--- src/rtl/neuron_layer_streamer.sv ---
// Streams a snapshot of a neuron layer's parallel value bus as (address, value) beats over valid/ready.
// Optional build macro NEURON_STREAM_SKIP_ZERO_EN suppresses beats for zero-valued neurons.
module neuron_layer_streamer #(
  parameter int SIZE     = 16,
  parameter int LAYER_SZ = 2
) (
  input  logic                           clk,
  input  logic                           rst,
  input  logic                           start,
  input  logic [LAYER_SZ-1:0][SIZE-1:0]  values,
  input  logic                           out_ready,
  output logic                           out_valid,
  output logic [SIZE-1:0]                out_value,
  output logic [SIZE-1:0]                out_address,
  output logic                           out_last,
  output logic                           busy,
  output logic                           done
);

  localparam int IW = (LAYER_SZ > 1) ? $clog2(LAYER_SZ) : 1;

  typedef enum logic [1:0] {IDLE, SEND, DONE} state_t;

  state_t                        state, state_nxt;
  logic [LAYER_SZ-1:0][SIZE-1:0] snap;
  logic [IW-1:0]                 idx, idx_nxt;
  logic                          load;
  logic [IW-1:0]                 first_idx, succ_idx;
  logic                          first_found, is_last;

`ifdef NEURON_STREAM_SKIP_ZERO_EN
  // First nonzero is scanned on the live bus because the snapshot is only written at that edge.
  always_comb begin
    first_idx   = '0;
    first_found = 1'b0;
    for (int unsigned i = 0; i < LAYER_SZ; i++) begin
      if (!first_found && values[i] != '0) begin
        first_idx   = IW'(i);
        first_found = 1'b1;
      end
    end
    succ_idx = idx;
    is_last  = 1'b1;
    for (int unsigned i = 0; i < LAYER_SZ; i++) begin
      if (is_last && i > 32'(idx) && snap[i] != '0) begin
        succ_idx = IW'(i);
        is_last  = 1'b0;
      end
    end
  end
`else
  always_comb begin
    first_idx   = '0;
    first_found = 1'b1;
    succ_idx    = idx + 1'b1;
    is_last     = (idx == IW'(LAYER_SZ - 1));
  end
`endif

  always_ff @(posedge clk or posedge rst) begin
    if (rst) begin
      state <= IDLE;
      idx   <= '0;
      snap  <= '0;
    end else begin
      state <= state_nxt;
      idx   <= idx_nxt;
      if (load) snap <= values;
    end
  end

  always_comb begin
    state_nxt = state;
    idx_nxt   = idx;
    load      = 1'b0;
    case (state)
      IDLE: begin
        if (start) begin
          load      = 1'b1;
          idx_nxt   = first_idx;
          state_nxt = first_found ? SEND : DONE;
        end
      end
      SEND: begin
        if (out_ready) begin
          if (is_last) state_nxt = DONE;
          else         idx_nxt   = succ_idx;
        end
      end
      DONE:    state_nxt = IDLE;
      default: state_nxt = IDLE;
    endcase
  end

  always_comb begin
    out_valid   = (state == SEND);
    out_value   = out_valid ? snap[idx] : '0;
    out_address = out_valid ? SIZE'(idx) : '0;
    out_last    = out_valid && is_last;
    busy        = (state != IDLE);
    done        = (state == DONE);
  end

endmodule

--- config.mk ---
export PLATFORM = sky130hd
export DESIGN_NAME = neuron_layer_streamer
export DESIGN_NICKNAME = d
export VERILOG_FILES = /design/src/rtl/neuron_layer_streamer.sv
export SDC_FILE = /design/constraint.sdc
export NUM_CORES = 1
export LEC_CHECK = 0
export ABC_AREA = 1
export CAP_MARGIN = 20
export CORE_MARGIN = 2
export CORE_UTILIZATION = 40
export DETAILED_ROUTE_END_ITERATION = 10
export GPL_TIMING_DRIVEN = 0
export PLACE_DENSITY = 0.75
export SLEW_MARGIN = 25
export SYNTH_ARGS = -nofsm -noshare
export SYNTH_HDL_FRONTEND = slang
export SYNTH_SLANG_ARGS = --single-unit
--- constraint.sdc ---
create_clock -name clk -period 1.55 [get_ports clk]
set_clock_uncertainty 0.1 [all_clocks]
set_input_delay 0.31 -clock clk [delete_from_list [all_inputs] [get_ports clk]]
set_output_delay 0.31 -clock clk [all_outputs]
set_load 0.03 [all_outputs]
; Word-level counts from Yosys, hierarchy flattened
; Cells that the tools add are included.
[op_classes]
n_lt_le_gt_ge = 1
mul = 0
n_reduce_logical = 6
shift = 0
muxes = 14
div = 0
bitwise = 0
n_addsub = 1
eq_ne = 5
[ops]
columns = operator, n
row1 = 16-bit two-way mux, 3
row2 = 1-bit two-way mux, 6
row3 = 2-bit two-way mux, 3
row4 = 3-bit AND reduction, 2
row5 = 2-bit != test (second input constant), 2
row6 = 2-bit case mux with 2 select lines, 1
row7 = 2-bit nonzero test, 2
row8 = 2-bit by 1-bit == test with 1-bit output (second input constant), 1
row9 = 2-bit == test (second input constant), 1
row10 = 2-bit logical NOT, 1
row11 = 1-bit by 2-bit less-than comparator with 1-bit output (second input constant), 1
row12 = 2-bit by 1-bit != test with 1-bit output (second input constant), 1
row13 = 1-bit case mux with 2 select lines, 1
row14 = 1-bit adder (second input constant), 1
row15 = 1-bit logical AND, 1
[totals]
ff_bits = 35
latchBits = 0
n_memories = 0
romBits = 0
wordCells = 31
mem_bits_rw = 0

; Longest topological paths before layout
; Gate-level depths: netlist of the first run.
[logic_depth]
depth_word = 4
mapped_depth = 6

; Worst setup path before layout of the first run
; OpenSTA, ideal clock, no wires.
[synth_timing]
path_kind = register to output
startpoint = register state[1]
endpoint = output port out_address[0]
stages_incl_launch_ff = 6
required_time_ns = 1.140
path_slack_ns = -0.345
t_arrival_ns = 1.485
n_path_buf = 2
cell_sequence = dfrtp_1 > inv_2 > nand2_2 > buf_6 > nor2_1 > buf_4
[synth_via]
elab_chain_cells = 2
[synth_lines]
columns = element, line_no
row1 = "start, declared", 24  ; state_t state, state_nxt;
row2 = "start signal, assigned", 66  ; state <= state_nxt;
row3 = 2-bit by 1-bit == test with 1-bit output, 96  ; out_valid = (state == SEND);
row4 = 1-bit two-way mux, 98  ; out_address = out_valid ? SIZE'(idx) : '0;
row5 = "end, declared", 14  ; output logic [SIZE-1:0] out_address,
; No other way between the ends.

; Worst setup path in the final report of the first run
[layout_timing]
startpoint = register idx
endpoint = output port out_value[14]
[layout_via]
elab_chain_cells = 3
[layout_lines]
columns = element, line_no
row1 = "start, declared", 26  ; logic [IW-1:0] idx, idx_nxt;
row2 = "start signal, assigned", 67  ; idx <= idx_nxt;
row3 = 16-bit two-way mux (not written as such) (2 in a row), 97  ; out_value = out_valid ? snap[idx] : '0;
row4 = 16-bit two-way mux, 97
row5 = "end, declared", 13  ; output logic [SIZE-1:0] out_value,
; No other way between the ends. The select of a mux whose other input is x is not followed.

==> results of run 1 <==
cell type report:
cell class | count | area (um^2)
inverter | 6 | 35.0
sequential | 35 | 877
fill | 349 | 1330
multi-input combinational | 171 | 931
tap | 52 | 65.1
buffer | 30 | 265
timing repair buffer | 70 | 772
clock buffer | 8 | 100
timing repair inverter | 1 | 11.3
routing by layer:
metal,up-vias,wire length [um],track usage
li1,883,-,-
met1,854,2290,0.277
met2,71,2790,0.365
met3,8,377,0.0563
met4,0,57,0.0755
met5,-,0,0
power groups by stage:
stage	Sequential [mW]	Combinational (mW)	Clock, mW
floorplan	1.53	2.11	0
global placement	1.58	2.99	0
detailed placement	1.59	3.05	0
CTS	1.59	3.65	0.744
global route	1.70	4.62	0.785
finish	1.67	4.32	0.733
layout by cell type, fill, tap and decap left out, drive strengths merged:
cell,n
a21oi,16
clkbuf,9
dfrtp,35
clkdlybuf4s50,34
conb,15
nand2,101
buf,65
nand3,34
nand3b,1
nor2,3
nand4,1
inv,7
critical path, delay by kind of cell (launching register included):
kind | cells | cell delay [ns]
compound gates | 1 | 0.14
flops | 1 | 0.38
simple gates | 1 | 0.06
buf+inv | 4 | 0.50
state kept, by name (all words and copies together) (netlist names):
name   cells
idx        1
state      2
snap      32
final timing paths:
check	end	slack, ns	depth (start not counted)
hold / removal	snap[14]	0.23	3
setup / recovery	out_value[14]	-0.24	6
min in group asynchronous	state[0]	0.38	2
hold reg to reg	snap[28]	0.38	2
setup reg to reg	snap[4]	0.01	8
max in group asynchronous	state[1]	0.46	2
cell families after synthesis:
kind of cell    share of synthesized area
simple gates                        0.329
other cells                       0.00205
buf+inv                             0.145
flops                               0.480
compound gates                     0.0439
stage by stage:
stage                     area [um^2]   util  power (mW)
after detailed placement         2530  0.578        4.64
after global routing             3060  0.697        7.11
after floorplan                  1920      -        3.64
final                            3060  0.697        6.73
after CTS                        2820  0.644        5.99
after global placement           2530  0.578        4.57
what timing repair did:
item / 4_1_cts / 5_1_grt
pin swaps: 5 / 12
buffers inserted: 6 / 8
setup endpoints to repair: 21 / 27
resized for setup: 171 / 40
cloned: 2 / 1
==> results.py, run 1 <==
metrics = {
    "timing": {
        "drv_slew": 0,
        "fin_ws_ns": -0.241,
        "tightestPinTransition_ns": 0.752,
        "post-route-period-util": 1.16,
        "fin_crit_ns": 1.79,
        "max-slew-margin-rel": 0.498,
        "whs_ns": 0.233,
        "setup_viol": 20,
        "max_freq_mhz": 558,
        "rsz0062_at_grt": "yes",
        "finalHoldViolCount": 0,
        "finalSetupTns_ns": -3.60,
    },
    "drt": {
        "drc": 0,
        "wl_per_cell_um": 14.8,
        "avgViaCountPerCell": 4.87,
        "dr.pass1.iters": 4,
        "vias": 1816,
        "finalWirelength_mm": 5.52,
        "drtIter0Drc": 119,
        "antenna_left": 0,
    },
    "critical_path": {
        "slowest_delay_ns": 0.38,
        "required_ns": 1.14,
        "crit_path_frequent_cell": "buf_8",
        "timing.critical_path.cells": "buf_8 -> inv_8 -> buf_8 -> nand2_1 -> a21oi_2 -> buf_6",
        "critPathCaptureType": "output pin",
        "r2r-start": "state[0]",
        "crit_start": "idx",
        "criticalPathCategory": "flip-flop to output pin",
        "worstSetupStartpointType": "flip-flop",
        "path_max_fanout": 6,
        "crit_slowest_cell": "dfrtp_1",
        "arrival_ns": 1.38,
    },
    "worst_hold_path": {
        "holdCritStartpoint": "start",
        "hp-class": "input port to flip-flop",
    },
    "floorplanning": {
        "coreArea_mm2": 0.00438,
        "dieHeight_um": 71.6,
        "die_x_um": 71.6,
        "die_area_mm2": 0.00512,
        "num_rows": 24,
        "io_pins": 72,
        "initial_core_util": 0.416,
    },
    "placed_design": {
        "dp_slack_ns": -0.618,
        "portBuffers": 55,
        "place_inst": 350,
        "gp_congestion": 0.779,
        "post-dp-hpwl_mm": 3.24,
    },
    "synth": {
        "avgSynthCellArea_um2": 7.97,
        "synth_area_leaders": "dfrtp_1 (48%), nand2_1 (20%), nand3_1 (9.3%)",
        "synth_flop_cell": "dfrtp_1",
        "yosys.area.top_type_share": 0.480,
        "synth_cells": 229,
        "synth_edf_count": 0,
        "yosys_warnings": 0,
        "synth_async_sr_flop_share": 1.00,
        "ys_seq_elements": 35,
        "yosys.cell_types.count": 16,
        "synth_area_leader_cell": "dfrtp_1",
        "yosysSeqAreaShare": 0.480,
        "synth.most_common_cell": "nand2_1",
        "synth.top_cells.by_count": "nand2_1 (99), dfrtp_1 (35), nand3_1 (34), buf_4 (20), a21oi_1 (16)",
        "syn_area_mm2": 0.00183,
    },
    "power": {
        "seq_power_share": 0.249,
        "p_clk_frac": 0.109,
        "switching_share": 0.448,
        "switchingPower_mw": 3.02,
        "cell_internal_pwr_mw": 3.71,
        "pwr-share-comb": 0.642,
        "powerDensity_mw_per_mm2": 2200,
        "irDropWorstVdd_uv": 1090,
        "power_leakage_nw": 1.54,
    },
    "run_status": {
        "status": "finished, violations left",
        "violations": "setup timing",
    },
    "clock_tree": {
        "clk_pin_slew_ns": 0.07,
        "numClockSinks": 35,
        "cts-root-buf": "clkbuf_8",
        "cts_buffer_depth": 2,
        "numCtsBuffers": 5,
        "clock_latency_ns": 0.29,
        "htreeDepth": 2,
        "cts_tree": "done",
        "holdBufCountCts": 0,
    },
    "global_route": {
        "grt.total_usage": 0.219,
        "grt_overflow": 0,
        "antenna_found_initial": 0,
        "grt_pass1_vias": 1752,
        "grt_max_degree": 36,
        "grt_pass1_wl_mm": 8.52,
    },
    "flow_run": {
        "drv_cap": 0,
    },
    "finish": {
        "instances_no_fill": 373,
        "final_nets": 356,
        "syn_to_final_growth_pct": 67.4,
        "layout-drive-gt1-share": 0.371,
        "antenna_cells": 0,
    },
}
No activity file was read; power rests on OpenSTA's default activity.
==> inputs of run 2 (changes only) <==
--- a/config.mk
+++ b/config.mk
@@ -6,12 +6,13 @@
 export NUM_CORES = 1
 export LEC_CHECK = 0
 export ABC_AREA = 1
+export ABC_CLOCK_PERIOD_IN_PS = 1550
 export CAP_MARGIN = 20
 export CORE_MARGIN = 2
-export CORE_UTILIZATION = 40
+export CORE_UTILIZATION = 43
 export DETAILED_ROUTE_END_ITERATION = 10
 export GPL_TIMING_DRIVEN = 0
-export PLACE_DENSITY = 0.75
+export PLACE_DENSITY = 0.79
 export SLEW_MARGIN = 25
 export SYNTH_ARGS = -nofsm -noshare
 export SYNTH_HDL_FRONTEND = slang
==> results.py, run 2 (synthesized netlist as in run 1, its figures left out) <==
metrics = {
    "finish": {
        "layout_commonest_cell": "nand2_1",
        "layout_common_cells": "nand2_1 (86), nand3_1 (34), buf_4 (34), dfrtp_1 (34), clkdlybuf4s50_1 (34)",
        "largest_register": "snap",
        "largest_reg_flops": 32,
        "final_nets": 362,
        "layout-drive-gt1-share": 0.355,
        "instances_no_fill": 377,
        "multi_input_area_um2": 888,
        "nFillCells": 263,
        "syn_to_final_growth_pct": 69.2,
        "largest_registers": "snap: 32 flops, state: 2 flops, idx: 1 flops",
        "antenna_cells": 0,
        "seqCellArea_um2": 877,
    },
    "placed_design": {
        "portBuffers": 55,
        "place_inst": 348,
        "post-dp-hpwl_mm": 3.25,
        "gp_congestion": 0.809,
    },
    "drt": {
        "drtIter0Drc": 115,
        "antenna_left": 0,
        "wl_per_cell_um": 13.9,
        "dr.pass1.iters": 4,
        "vias": 1777,
        "finalWirelength_mm": 5.22,
        "drc": 0,
        "avgViaCountPerCell": 4.71,
    },
    "clock_tree": {
        "htreeDepth": 2,
        "numCtsBuffers": 5,
        "cts_buffer_depth": 2,
        "clk_pin_slew_ns": 0.07,
        "numClockSinks": 35,
        "cts_tree": "done",
        "clock_latency_ns": 0.29,
        "cts-root-buf": "clkbuf_8",
    },
    "floorplanning": {
        "initial_core_util": 0.453,
        "io_pins": 72,
        "num_rows": 23,
        "dieHeight_um": 69.2,
        "coreArea_mm2": 0.00403,
        "die_area_mm2": 0.00478,
        "die_x_um": 69.2,
    },
    "critical_path": {
        "crit_path_frequent_cell": "buf_6",
        "path_max_fanout": 6,
        "critPathCaptureType": "output pin",
        "worstSetupStartpointType": "flip-flop",
        "crit_slowest_cell": "dfrtp_1",
        "required_ns": 1.14,
        "slowest_delay_ns": 0.35,
        "worstPathBufferInverterCount": 4,
        "criticalPathCategory": "flip-flop to output pin",
        "crit_family": "buffers and inverters",
        "arrival_ns": 1.38,
        "timing.critical_path.cells": "buf_6 -> buf_6 -> buf_6 -> nand2_4 -> a21oi_4 -> buf_6",
    },
    "timing": {
        "fin_ws_ns": -0.240,
        "max_freq_mhz": 559,
        "max-slew-margin-rel": 0.512,
        "rsz0062_at_grt": "yes",
        "setup_viol": 21,
        "drv_slew": 0,
        "tightestPinTransition_ns": 0.731,
        "finalHoldViolCount": 0,
        "fin_crit_ns": 1.79,
        "finalSetupTns_ns": -3.89,
        "post-route-period-util": 1.16,
    },
    "power": {
        "irDropWorstVdd_uv": 1040,
        "finalPower_mw": 6.85,
        "power_leakage_nw": 1.57,
        "powerDensity_mw_per_mm2": 2220,
    },
    "global_route": {
        "grt.total_usage": 0.204,
        "grt_pass1_vias": 1589,
        "grt_pass1_wl_mm": 7.71,
        "grt_max_degree": 36,
        "grt_overflow": 0,
        "antenna_found_initial": 0,
    },
    "flow_run": {
        "drv_cap": 0,
    },
    "run_status": {
        "violations": "setup timing",
        "status": "finished, violations left",
    },
    "worst_hold_path": {
        "hp-class": "input port to flip-flop",
    },
}
[run 2: cell types whose count changed in the layout (fill, tap and decap cells not counted), moves of 3 or more]
cell and delta:
a21oi_1 +3, buf_4 +9, nand2_2 -4, buf_6 -3, nand2_1 +5
[run 2: area by class of cell]
| cell class | count | share of cell area |
|---|---|---|
| Tap cell | 50 | 0.0203 |
| Multi-Input combinational cell | 171 | 0.288 |
| Timing Repair Buffer | 77 | 0.265 |
| Inverter | 6 | 0.0130 |
| Clock buffer | 6 | 0.0235 |
| Buffer | 30 | 0.0871 |
| Clock inverter | 2 | 0.0194 |
| Sequential cell | 35 | 0.284 |
[run 2: worst reg2reg max path, stage by stage, from the launching register on]
cell and delay, ns:
dfrtp_2 0.43, buf_4 0.14, buf_6 0.12, nor2_8 0.11, buf_12 0.14, nand2_8 0.08
buf_8 0.15, nand2_1 0.08, nand2_1 0.06
[run 2: power by group]
group | leakage [nW] | switching, mW | total, mW | internal (mW)
sequential | 0.432 | 0.285 | 1.63 | 1.35
clock | 0.0654 | 0.328 | 0.971 | 0.643
combinational | 1.07 | 2.26 | 4.25 | 1.98
total | 1.57 | 2.88 | 6.85 | 3.97
[run 2: routing by layer]
metal	track usage	up-vias	routed length, um
met2	0.327	64	2700
met5	0	-	0
li1	-	890	-
met1	0.276	818	2190
met3	0.0556	5	273
met4	0.0458	0	59
[run 2: final timing paths]
path                       depth (start not counted)            end  slack, ns  startpoint
max in group asynchronous                          2       state[1]       0.47         rst
min in group asynchronous                          2       state[0]       0.37         rst
hold reg to reg                                    2       snap[30]       0.37    snap[30]
setup / recovery                                   6  out_value[10]      -0.24         idx
setup reg to reg                                   8       snap[15]       0.03    state[1]
hold / removal                                     3       snap[14]       0.26       start
[run 2: per-stage QoR]
step	setup slack [ns]	hold slack [ns]	cell area [um^2]	utilization
2_1_floorplan	-0.0540	0.327	1920	-
4_1_cts	-0.289	0.231	2770	0.686
3_3_place_gp	-0.599	0.354	2530	0.629
3_5_place_dp	-0.621	0.358	2530	0.629
6_report	-0.240	0.263	3090	0.767
5_1_grt	-0.295	0.270	3090	0.767
[run 2: timing repair]
| item | 4_1_cts | 5_1_grt |
|---|---|---|
| resized for setup | 155 | 40 |
| hold buffers | 0 | 0 |
| setup endpoints to repair | 21 | 23 |
| setup buffers | 7 | 12 |
| pin swaps | 5 | 13 |
| gates cloned | 0 | 3 |
